File: config.mk
export PLATFORM = sky130hd
export DESIGN_NAME = conv_out_streamer
export DESIGN_NICKNAME = d
export VERILOG_FILES = /design/src/rtl/conv_pkg.sv /design/src/rtl/conv_idx_cnt.sv /design/src/rtl/conv_out_streamer.sv
export SDC_FILE = /design/constraint.sdc
export NUM_CORES = 2
export LEC_CHECK = 0
export BUFFER_PORTS_ARGS = -buffer_cell sky130_fd_sc_hd__buf_2
export CAP_MARGIN = 15
export CORE_AREA = 2 2 341 343
export CTS_BUF_LIST = sky130_fd_sc_hd__clkbuf_4 sky130_fd_sc_hd__clkbuf_8
export CTS_CLUSTER_SIZE = 30
export DETAILED_ROUTE_END_ITERATION = 16
export DIE_AREA = 0 0 343 345
export GPL_ROUTABILITY_DRIVEN = 0
export MAX_ROUTING_LAYER = met4
export PLACE_DENSITY = 0.55
export REMOVE_ABC_BUFFERS = 1
export SLEW_MARGIN = 20
export SYNTH_ARGS = -nofsm -noshare
export SYNTH_HDL_FRONTEND = slang
export SYNTH_SLANG_ARGS = --single-unit
File: constraint.sdc
create_clock -name clk -period 6.2 [get_ports clk]
set_clock_uncertainty 0.1 [all_clocks]
set_input_delay 1.24 -clock clk [delete_from_list [all_inputs] [get_ports clk]]
set_output_delay 1.24 -clock clk [all_outputs]
set_load 0.005 [all_outputs]
File: src/rtl/conv_pkg.sv
// Shared constants, tag widths and stream state encoding for the convolution
// datapath and its output streamer.
package conv_pkg;
  localparam int IN_H = 8;
  localparam int IN_W = 8;
  localparam int K    = 3;
  localparam int CH   = 3;
  localparam int OH   = IN_H - K + 1;
  localparam int OW   = IN_W - K + 1;
  localparam int DW   = 8;

  localparam int FRAME_ELEMS = CH * OH * OW;
  localparam int BUS_W       = FRAME_ELEMS * DW;

  localparam int CH_W   = $clog2(CH);
  localparam int ROW_W  = $clog2(OH);
  localparam int COL_W  = $clog2(OW);
  localparam int IDX_W  = $clog2(FRAME_ELEMS);
  localparam int BASE_W = $clog2(BUS_W);

  typedef enum logic [1:0] {
    IDLE   = 2'd0,
    STREAM = 2'd1,
    DONE   = 2'd2
  } state_e;
endpackage

File: src/rtl/conv_idx_cnt.sv
// Nested column/row/channel wrapping counter giving element coordinates,
// the flat channel-major index and a final-element flag.
module conv_idx_cnt
  import conv_pkg::*;
(
  input  logic             clk,
  input  logic             rst_n,
  input  logic             clear,
  input  logic             en,
  output logic [COL_W-1:0] c,
  output logic [ROW_W-1:0] r,
  output logic [CH_W-1:0]  d,
  output logic [IDX_W-1:0] idx,
  output logic             last
);
  logic [COL_W-1:0] c_q, c_d;
  logic [ROW_W-1:0] r_q, r_d;
  logic [CH_W-1:0]  d_q, d_d;

  logic c_wrap, r_wrap, d_wrap;

  assign c_wrap = (c_q == COL_W'(OW - 1));
  assign r_wrap = (r_q == ROW_W'(OH - 1));
  assign d_wrap = (d_q == CH_W'(CH - 1));

  always_comb begin
    c_d = c_q;
    r_d = r_q;
    d_d = d_q;
    if (clear) begin
      c_d = '0;
      r_d = '0;
      d_d = '0;
    end else if (en) begin
      // Column is the fastest-moving coordinate; the last element wraps to (0,0,0).
      c_d = c_wrap ? '0 : c_q + 1'b1;
      if (c_wrap) begin
        r_d = r_wrap ? '0 : r_q + 1'b1;
        if (r_wrap) begin
          d_d = d_wrap ? '0 : d_q + 1'b1;
        end
      end
    end
  end

  always_ff @(posedge clk or negedge rst_n) begin
    if (!rst_n) begin
      c_q <= '0;
      r_q <= '0;
      d_q <= '0;
    end else begin
      c_q <= c_d;
      r_q <= r_d;
      d_q <= d_d;
    end
  end

  assign c    = c_q;
  assign r    = r_q;
  assign d    = d_q;
  assign idx  = IDX_W'(d_q) * IDX_W'(OH * OW) + IDX_W'(r_q) * IDX_W'(OW) + IDX_W'(c_q);
  assign last = c_wrap && r_wrap && d_wrap;
endmodule

File: src/rtl/conv_out_streamer.sv
// Captures the flat convolution result bus on start and streams it out one
// element per valid/ready transfer in channel-major order with coordinate tags.
module conv_out_streamer
  import conv_pkg::*;
(
  input  logic             clk,
  input  logic             rst_n,
  input  logic             start,
  input  logic [BUS_W-1:0] conv_lin,
  output logic             busy,
  output logic [DW-1:0]    out_data,
  output logic             out_valid,
  input  logic             out_ready,
  output logic             out_last,
  output logic [CH_W-1:0]  out_ch,
  output logic [ROW_W-1:0] out_row,
  output logic [COL_W-1:0] out_col,
  output logic             done
);
  state_e state_q, state_d;
  logic [BUS_W-1:0] shadow_q, shadow_d;

  logic             start_acc;
  logic             xfer;
  logic             in_stream;
  logic [COL_W-1:0] cnt_c;
  logic [ROW_W-1:0] cnt_r;
  logic [CH_W-1:0]  cnt_d;
  logic [IDX_W-1:0] cnt_idx;
  logic             cnt_last;
  logic [BASE_W-1:0] bit_base;

  conv_idx_cnt u_idx_cnt (
    .clk   (clk),
    .rst_n (rst_n),
    .clear (start_acc),
    .en    (xfer),
    .c     (cnt_c),
    .r     (cnt_r),
    .d     (cnt_d),
    .idx   (cnt_idx),
    .last  (cnt_last)
  );

  always_comb begin
    state_d   = state_q;
    shadow_d  = shadow_q;
    start_acc = 1'b0;
    xfer      = 1'b0;
    case (state_q)
      IDLE: begin
        if (start) begin
          start_acc = 1'b1;
          state_d   = STREAM;
        end
      end
      STREAM: begin
        xfer = out_ready;
        if (out_ready && cnt_last) state_d = DONE;
      end
      DONE: begin
        // A start in the DONE cycle chains straight into the next frame.
        if (start) begin
          start_acc = 1'b1;
          state_d   = STREAM;
        end else begin
          state_d = IDLE;
        end
      end
      default: state_d = IDLE;
    endcase
    if (start_acc) shadow_d = conv_lin;
  end

  always_ff @(posedge clk or negedge rst_n) begin
    if (!rst_n) begin
      state_q  <= IDLE;
      shadow_q <= '0;
    end else begin
      state_q  <= state_d;
      shadow_q <= shadow_d;
    end
  end

  assign in_stream = (state_q == STREAM);
  assign bit_base  = BASE_W'(cnt_idx) * BASE_W'(DW);

  // Data and tags read as zero whenever no element is being offered.
  assign out_valid = in_stream;
  assign busy      = in_stream;
  assign done      = (state_q == DONE);
  assign out_last  = in_stream && cnt_last;
  assign out_data  = in_stream ? shadow_q[bit_base +: DW] : '0;
  assign out_ch    = in_stream ? cnt_d : '0;
  assign out_row   = in_stream ? cnt_r : '0;
  assign out_col   = in_stream ? cnt_c : '0;
endmodule
Word level (Yosys, flattened, before mapping):

Index checks and enable logic that the tools add are counted.

* input port bits: 868
* logic and storage cells: 55
* flip-flop bits (word level): 874
* output and inout bits: 20

* reduce and logical (&&, ||, !) cells: 12
* add/subtract/negate cells: 5
* multipliers: 2
* eq/ne operators: 7
* shifts and indexed selects: 1
* mux-type cells: 23

Operators by type and width (count)
* 864-bit by 11-bit variable part select with 8-bit output: 1
* 3-bit 2-to-1 mux: 9
* 2-bit 2-to-1 mux: 8
* 8-bit 2-to-1 mux: 1
* 7-bit by 3-bit adder with 7-bit output: 1
* 7-bit by 6-bit adder with 7-bit output: 1
* 3-bit by 1-bit adder with 3-bit output (second input constant): 2
* 3-bit == test (second input constant): 2
* 2-bit case mux with 3 select lines: 1
* 2-bit nonzero test: 3
* 2-bit by 4-bit multiplier with 5-bit output (second input constant): 1
* 3-bit by 2-bit multiplier with 5-bit output (second input constant): 1
* 2-bit == test (second input constant): 2
* 1-bit logical AND: 4
* 1-bit 2-to-1 mux: 4
* 2-bit AND reduction: 2
* 3-bit AND reduction: 1
* 2-bit by 1-bit adder with 2-bit output (second input constant): 1
* 2-bit by 1-bit == test with 1-bit output (second input constant): 1
* 2-bit zero test: 1
* 2-bit by 1-bit != test with 1-bit output (second input constant): 1
* 2-bit != test (second input constant): 1
* 2-bit OR reduction: 1

Depth between registers and ports, before layout:

* depth after elaboration: 6
* mapped depth: 15
* depth with buffers taken out: 12

Hierarchy:

From an unflattened synthesis, not the netlist that was laid out.

* cells, all modules: 2523
* area, all modules: 39635.5 um^2

By module, submodules not included
* conv_out_streamer: times used 1, cells an instance 2455, area an instance 38953.6 um^2
* conv_idx_cnt: times used 1, cells an instance 68, area an instance 681.9 um^2

Worst setup path before layout:

Ideal clock, no wire load.

* kind: register to output
* from: register u_idx_cnt.r_q[2], in the netlist u_idx_cnt.r[2]
* to: output out_data[1]
* buffers on the path: 2
* stages on the path, launching flop included: 13
* required time: 4860 ps
* path slack: 1198 ps
* arrival time: 3662 ps
* path through: dfrtp_1 clkbuf_1 inv_1 fa_1 inv_1 ha_1 fa_1 xnor2_4 buf_2 mux4_2 mux2_2 nand3_1 a22oi_1

* word-level cells in the longest chain between the ends: 5

Ends and longest elaborated chain
* from (decl): RTL line conv_idx_cnt.sv:17 `logic [ROW_W-1:0] r_q, r_d;`
* from (signal assigned): RTL line conv_idx_cnt.sv:53 `r_q <= r_d;`
* 3-bit by 2-bit multiplier with 5-bit output: RTL line conv_idx_cnt.sv:61 `assign idx = IDX_W'(d_q) * IDX_W'(OH * OW) + IDX_W'(r_q) * IDX_W'(OW) + IDX_W'(c_q);`
* 7-bit by 6-bit adder with 7-bit output: RTL line conv_idx_cnt.sv:61
* 7-bit by 3-bit adder with 7-bit output: RTL line conv_idx_cnt.sv:61
* 864-bit by 11-bit variable part select with 8-bit output: RTL line conv_out_streamer.sv:93 `assign out_data = in_stream ? shadow_q[bit_base +: DW] : '0;`
* 8-bit 2-to-1 mux: RTL line conv_out_streamer.sv:93
* to (decl): RTL line conv_out_streamer.sv:11 `output logic [DW-1:0] out_data,`

Every way passes these cells.

Final worst setup path:

* from: register u_idx_cnt.r_q[0], in the netlist u_idx_cnt.r[0]
* to: output out_data[3]

The elaborated chain is that of the path after synthesis.

==> results.md <==
* Worst Setup Slack, final at -0.163 ns
* FF-to-FF path depth at 4
* Vertical die dimension at 345 um
* Crit start category: flop
* Internal power contribution at 16900 uW
* Seq. cell area at 0.0219 mm^2
* Sw Pwr at 10000 uW
* Largest cells by area after synthesis: sky130_fd_sc_hd__dfrtp_1 55%, sky130_fd_sc_hd__nand2_1 25%, sky130_fd_sc_hd__mux4_2 13%
* Fraction of power consumed by combinational cells at 0.453
* Share of the synthesized area in the top cell type at 0.548
* Clk sink count at 874
* Capture point of the worst path: out_data[3]
* Largest fanout on the critical path at 4
* Buffers from clock root to sink, at most at 3
* Class of the tightest hold or removal check: flop to flop
* Number of CTS-inserted buffers at about 160
* Capturing point of the worst reg2reg path: shadow_q[836]
* Fraction of final layout cells with drive strength greater than 1 at 0.301
* Antenna viol nets, final at 0
* Number of vias per cell at 4.90
* Most instantiated cells after synthesis: 2610 x sky130_fd_sc_hd__nand2_1, 874 x sky130_fd_sc_hd__dfrtp_1, 227 x sky130_fd_sc_hd__mux4_2, 210 x sky130_fd_sc_hd__clkbuf_1, 46 x sky130_fd_sc_hd__mux2i_1
* Post-synthesis sequential area ratio at 0.548
* Antenna violations before repair at 16
* Slack of the worst reg-to-reg path at 3.73 ns
* Sequential fraction of design power at 0.328
* Fill cell total of the finished layout at 11500
* Setup violation total in the final timing report at 7
* Post-synth cell types at 43
* Count of final hold-check violations at 0
* Mean instance size in the synthesized netlist at 9.38 um^2
* Worst endpoint required time at 4.86 ns
* Std cell rows at approximately 130
* Placement Setup Slack at -0.263 ns
* Total count of max-transition violations in the final report at 0
* Tot GR Track Use at 0.254
* Synthesis warning total at 0
* Clock Power Share at 0.218
* Result of the run: finished, violations left
* Number of global-route vias before repair at 34400
* DRC Markers at 0
* Area growth from synthesis to layout at 26.3%
* Start point of the critical path: u_idx_cnt.r[0]
* Post-Layout Inst Area at 0.0504 mm^2
* IO buf count at 887
* Sw frac at 0.372
* Layout net count at 6030
* Starting utilization of the core area at 0.347
* Leakage at 0.0265 uW
* Reg-to-Reg Start: state_q[0]
* Most common flop cell mapped by yosys: sky130_fd_sc_hd__dfrtp_1
* Final global-route overflow total at 0
* Final Total Pwr at 26900 uW
* Period Utilization, post-route at 1.03
* Final-layout setup total negative slack at -0.630 ns
* Power per cell area at 533 mW/mm^2
* First-pass GRT wire length at about 220 mm
* Achievable clock frequency at 157 MHz
* Number of buffers added to fix hold violations after cts at 0
* Peak supply drop at between 0.0003 and 0.0004 V
* Combined area of the multi-input logic cells at 0.0173 mm^2
* TritonCTS clock tree: built
* Slew Limit Headroom at 0.336
* DIE AREA at 0.118 mm^2
* Total of flip-flops plus latches after synthesis at around 900
* Routed wirelength normalized by instance count at 21.7 um
* Total cell area at the placement stage at between 0.04 and 0.05 mm^2
* Number of standard cells after synthesis at 4256
* Share of flip-flops with an asynchronous set or reset at 1.00
* Mapped Area at ~0.040 mm^2
* Clock slew at reported path FFs at about 0.07 ns
* Root buffer cell: sky130_fd_sc_hd__clkbuf_8
* Violations in the final reports: setup timing
* Arrival time reported for the critical path endpoint at 5.02 ns
* Cell taking the most area after synthesis: sky130_fd_sc_hd__dfrtp_1
* Core region area at 0.115 mm^2
* Skew-Pair Late Insertion Delay at 0.84 ns
* I/O pin total at 888
* Number of detailed-routing iterations run before antenna repair at 5
* Via count at about 33000
* Unrepaired setup endpoints after global routing: true
* Slew at the pin closest to its max-slew limit at about 1.0 ns
* Final critical path time including I/O delays and setup at about 6.4 ns
* Starting DRC count in detailed routing at between 2000 and 3000
* Placed cell count at 6474
* Critical path endpoint category: primary output
* Die boundary width at 343 um
* Cell with the most instances after synthesis: sky130_fd_sc_hd__nand2_1
* Max-cap violations at 0
* Count of non-filler cells in the finished layout at 6807
* Maximum number of pins on one net before global-route repair at approximately 200
* Post-synth EDFFs at 0
* Sum of routed wire length over all layers at between 100 and 150 mm
* Depth of the CTS H-tree at 4
* Post-DP HPWL at around 110 mm
* Critical setup path kind: flop to primary output
[cell families after synthesis]
kind of cell,Yosys count,share of synthesized area
AOI/OAI and AO/OA,99,0.0167
xor gates and xnor gates,6,0.00179
adders and majority gates,13,0.00464
buffers and inverters,279,0.0294
DFF,874,0.548
muxes,280,0.142
and+or+nand+nor,2705,0.258
[layout make-up]
class | count | area share
Antenna cell | 19 | 0.000942
Clock buffer | 247 | 0.0609
Clock inverter | 27 | 0.00620
Inverter | 7 | 0.000521
Multi-Input combinational cell | 3104 | 0.344
Sequential cell | 874 | 0.434
Tap cell | 1524 | 0.0378
Timing Repair Buffer | 1005 | 0.116
[critical path: stages (launching register included)]
cell and delay, ns:
sky130_fd_sc_hd__dfrtp_2 0.41, sky130_fd_sc_hd__buf_6 0.13, sky130_fd_sc_hd__ha_4 0.26, sky130_fd_sc_hd__inv_2 0.04, sky130_fd_sc_hd__fa_1 0.48, sky130_fd_sc_hd__ha_4 0.19, sky130_fd_sc_hd__fa_4 0.87, sky130_fd_sc_hd__buf_6 0.14
sky130_fd_sc_hd__buf_12 0.13, sky130_fd_sc_hd__buf_4 0.10, sky130_fd_sc_hd__mux4_2 0.27, sky130_fd_sc_hd__mux4_2 0.57, sky130_fd_sc_hd__a31oi_1 0.28, sky130_fd_sc_hd__a22oi_2 0.16, sky130_fd_sc_hd__buf_2 0.16
[worst min path at each step]
stage,startpoint,endpoint,slack [ns],cells after the start
5_1_grt,shadow_q[328],shadow_q[328],0.38,2
4_1_cts,rst_n,shadow_q[445],0.36,1
3_5_place_dp,shadow_q[151],shadow_q[151],0.36,2
3_3_place_gp,shadow_q[860],shadow_q[860],0.35,2
6_report,shadow_q[244],shadow_q[244],0.37,2
2_1_floorplan,shadow_q[550],shadow_q[550],0.34,2
[power by group through the flow]
stage	sequential (uW)	clock [uW]	combinational (uW)
final	8830	5870	12200
after global routing	9040	6270	13200
after CTS	8820	6000	12300
after detailed placement	8900	0	10900
after global placement	8920	0	10700
after floorplan	8550	0	7630
[metal layers]
metal  vias to the layer above  part of all wire  GRT usage
li1                      15500                 -          -
met1                     16400              0.41      0.318
met2                      1236              0.48      0.396
met3                       245             0.076     0.0651
met4                         0             0.037     0.0982
met5                         -                 0          -
[what timing repair did]
action | 4_1_cts | 5_1_grt
pin swaps | 19 | 15
setup buffers | 36 | 3
resized for setup | 72 | 18
endpoints found under the hold margin | 0 | 0
cloned | 2 | 1
endpoints found under the setup margin | 8 | 8
[registers in the layout, summed over array words and instances (netlist names)]
register / flops
u_idx_cnt.c: 3
u_idx_cnt.r: 3
u_idx_cnt.d: 2
state_q: 2
shadow_q: 864
[stage by stage]
step,hold WS [ns],util
after floorplan,0.338,-
after global placement,0.353,0.401
after detailed placement,0.357,0.401
after CTS,0.365,0.437
after global routing,0.379,0.438
final,0.367,0.438
[cells in the final DEF (no fill, tap or decap), types with 12 or more instances in the layout]
cell type / n
sky130_fd_sc_hd__nor3_1: 13
sky130_fd_sc_hd__buf_12: 33
sky130_fd_sc_hd__nand3_1: 19
sky130_fd_sc_hd__clkbuf_8: 195
sky130_fd_sc_hd__buf_4: 74
sky130_fd_sc_hd__clkbuf_4: 52
sky130_fd_sc_hd__mux2i_1: 46
sky130_fd_sc_hd__buf_2: 885
sky130_fd_sc_hd__diode_2: 19
sky130_fd_sc_hd__dfrtp_1: 870
sky130_fd_sc_hd__nor4_1: 12
sky130_fd_sc_hd__a22oi_1: 21
sky130_fd_sc_hd__nand2_1: 2609
sky130_fd_sc_hd__a21oi_1: 17
sky130_fd_sc_hd__mux4_2: 227
Power figures use the tool's default switching activity.
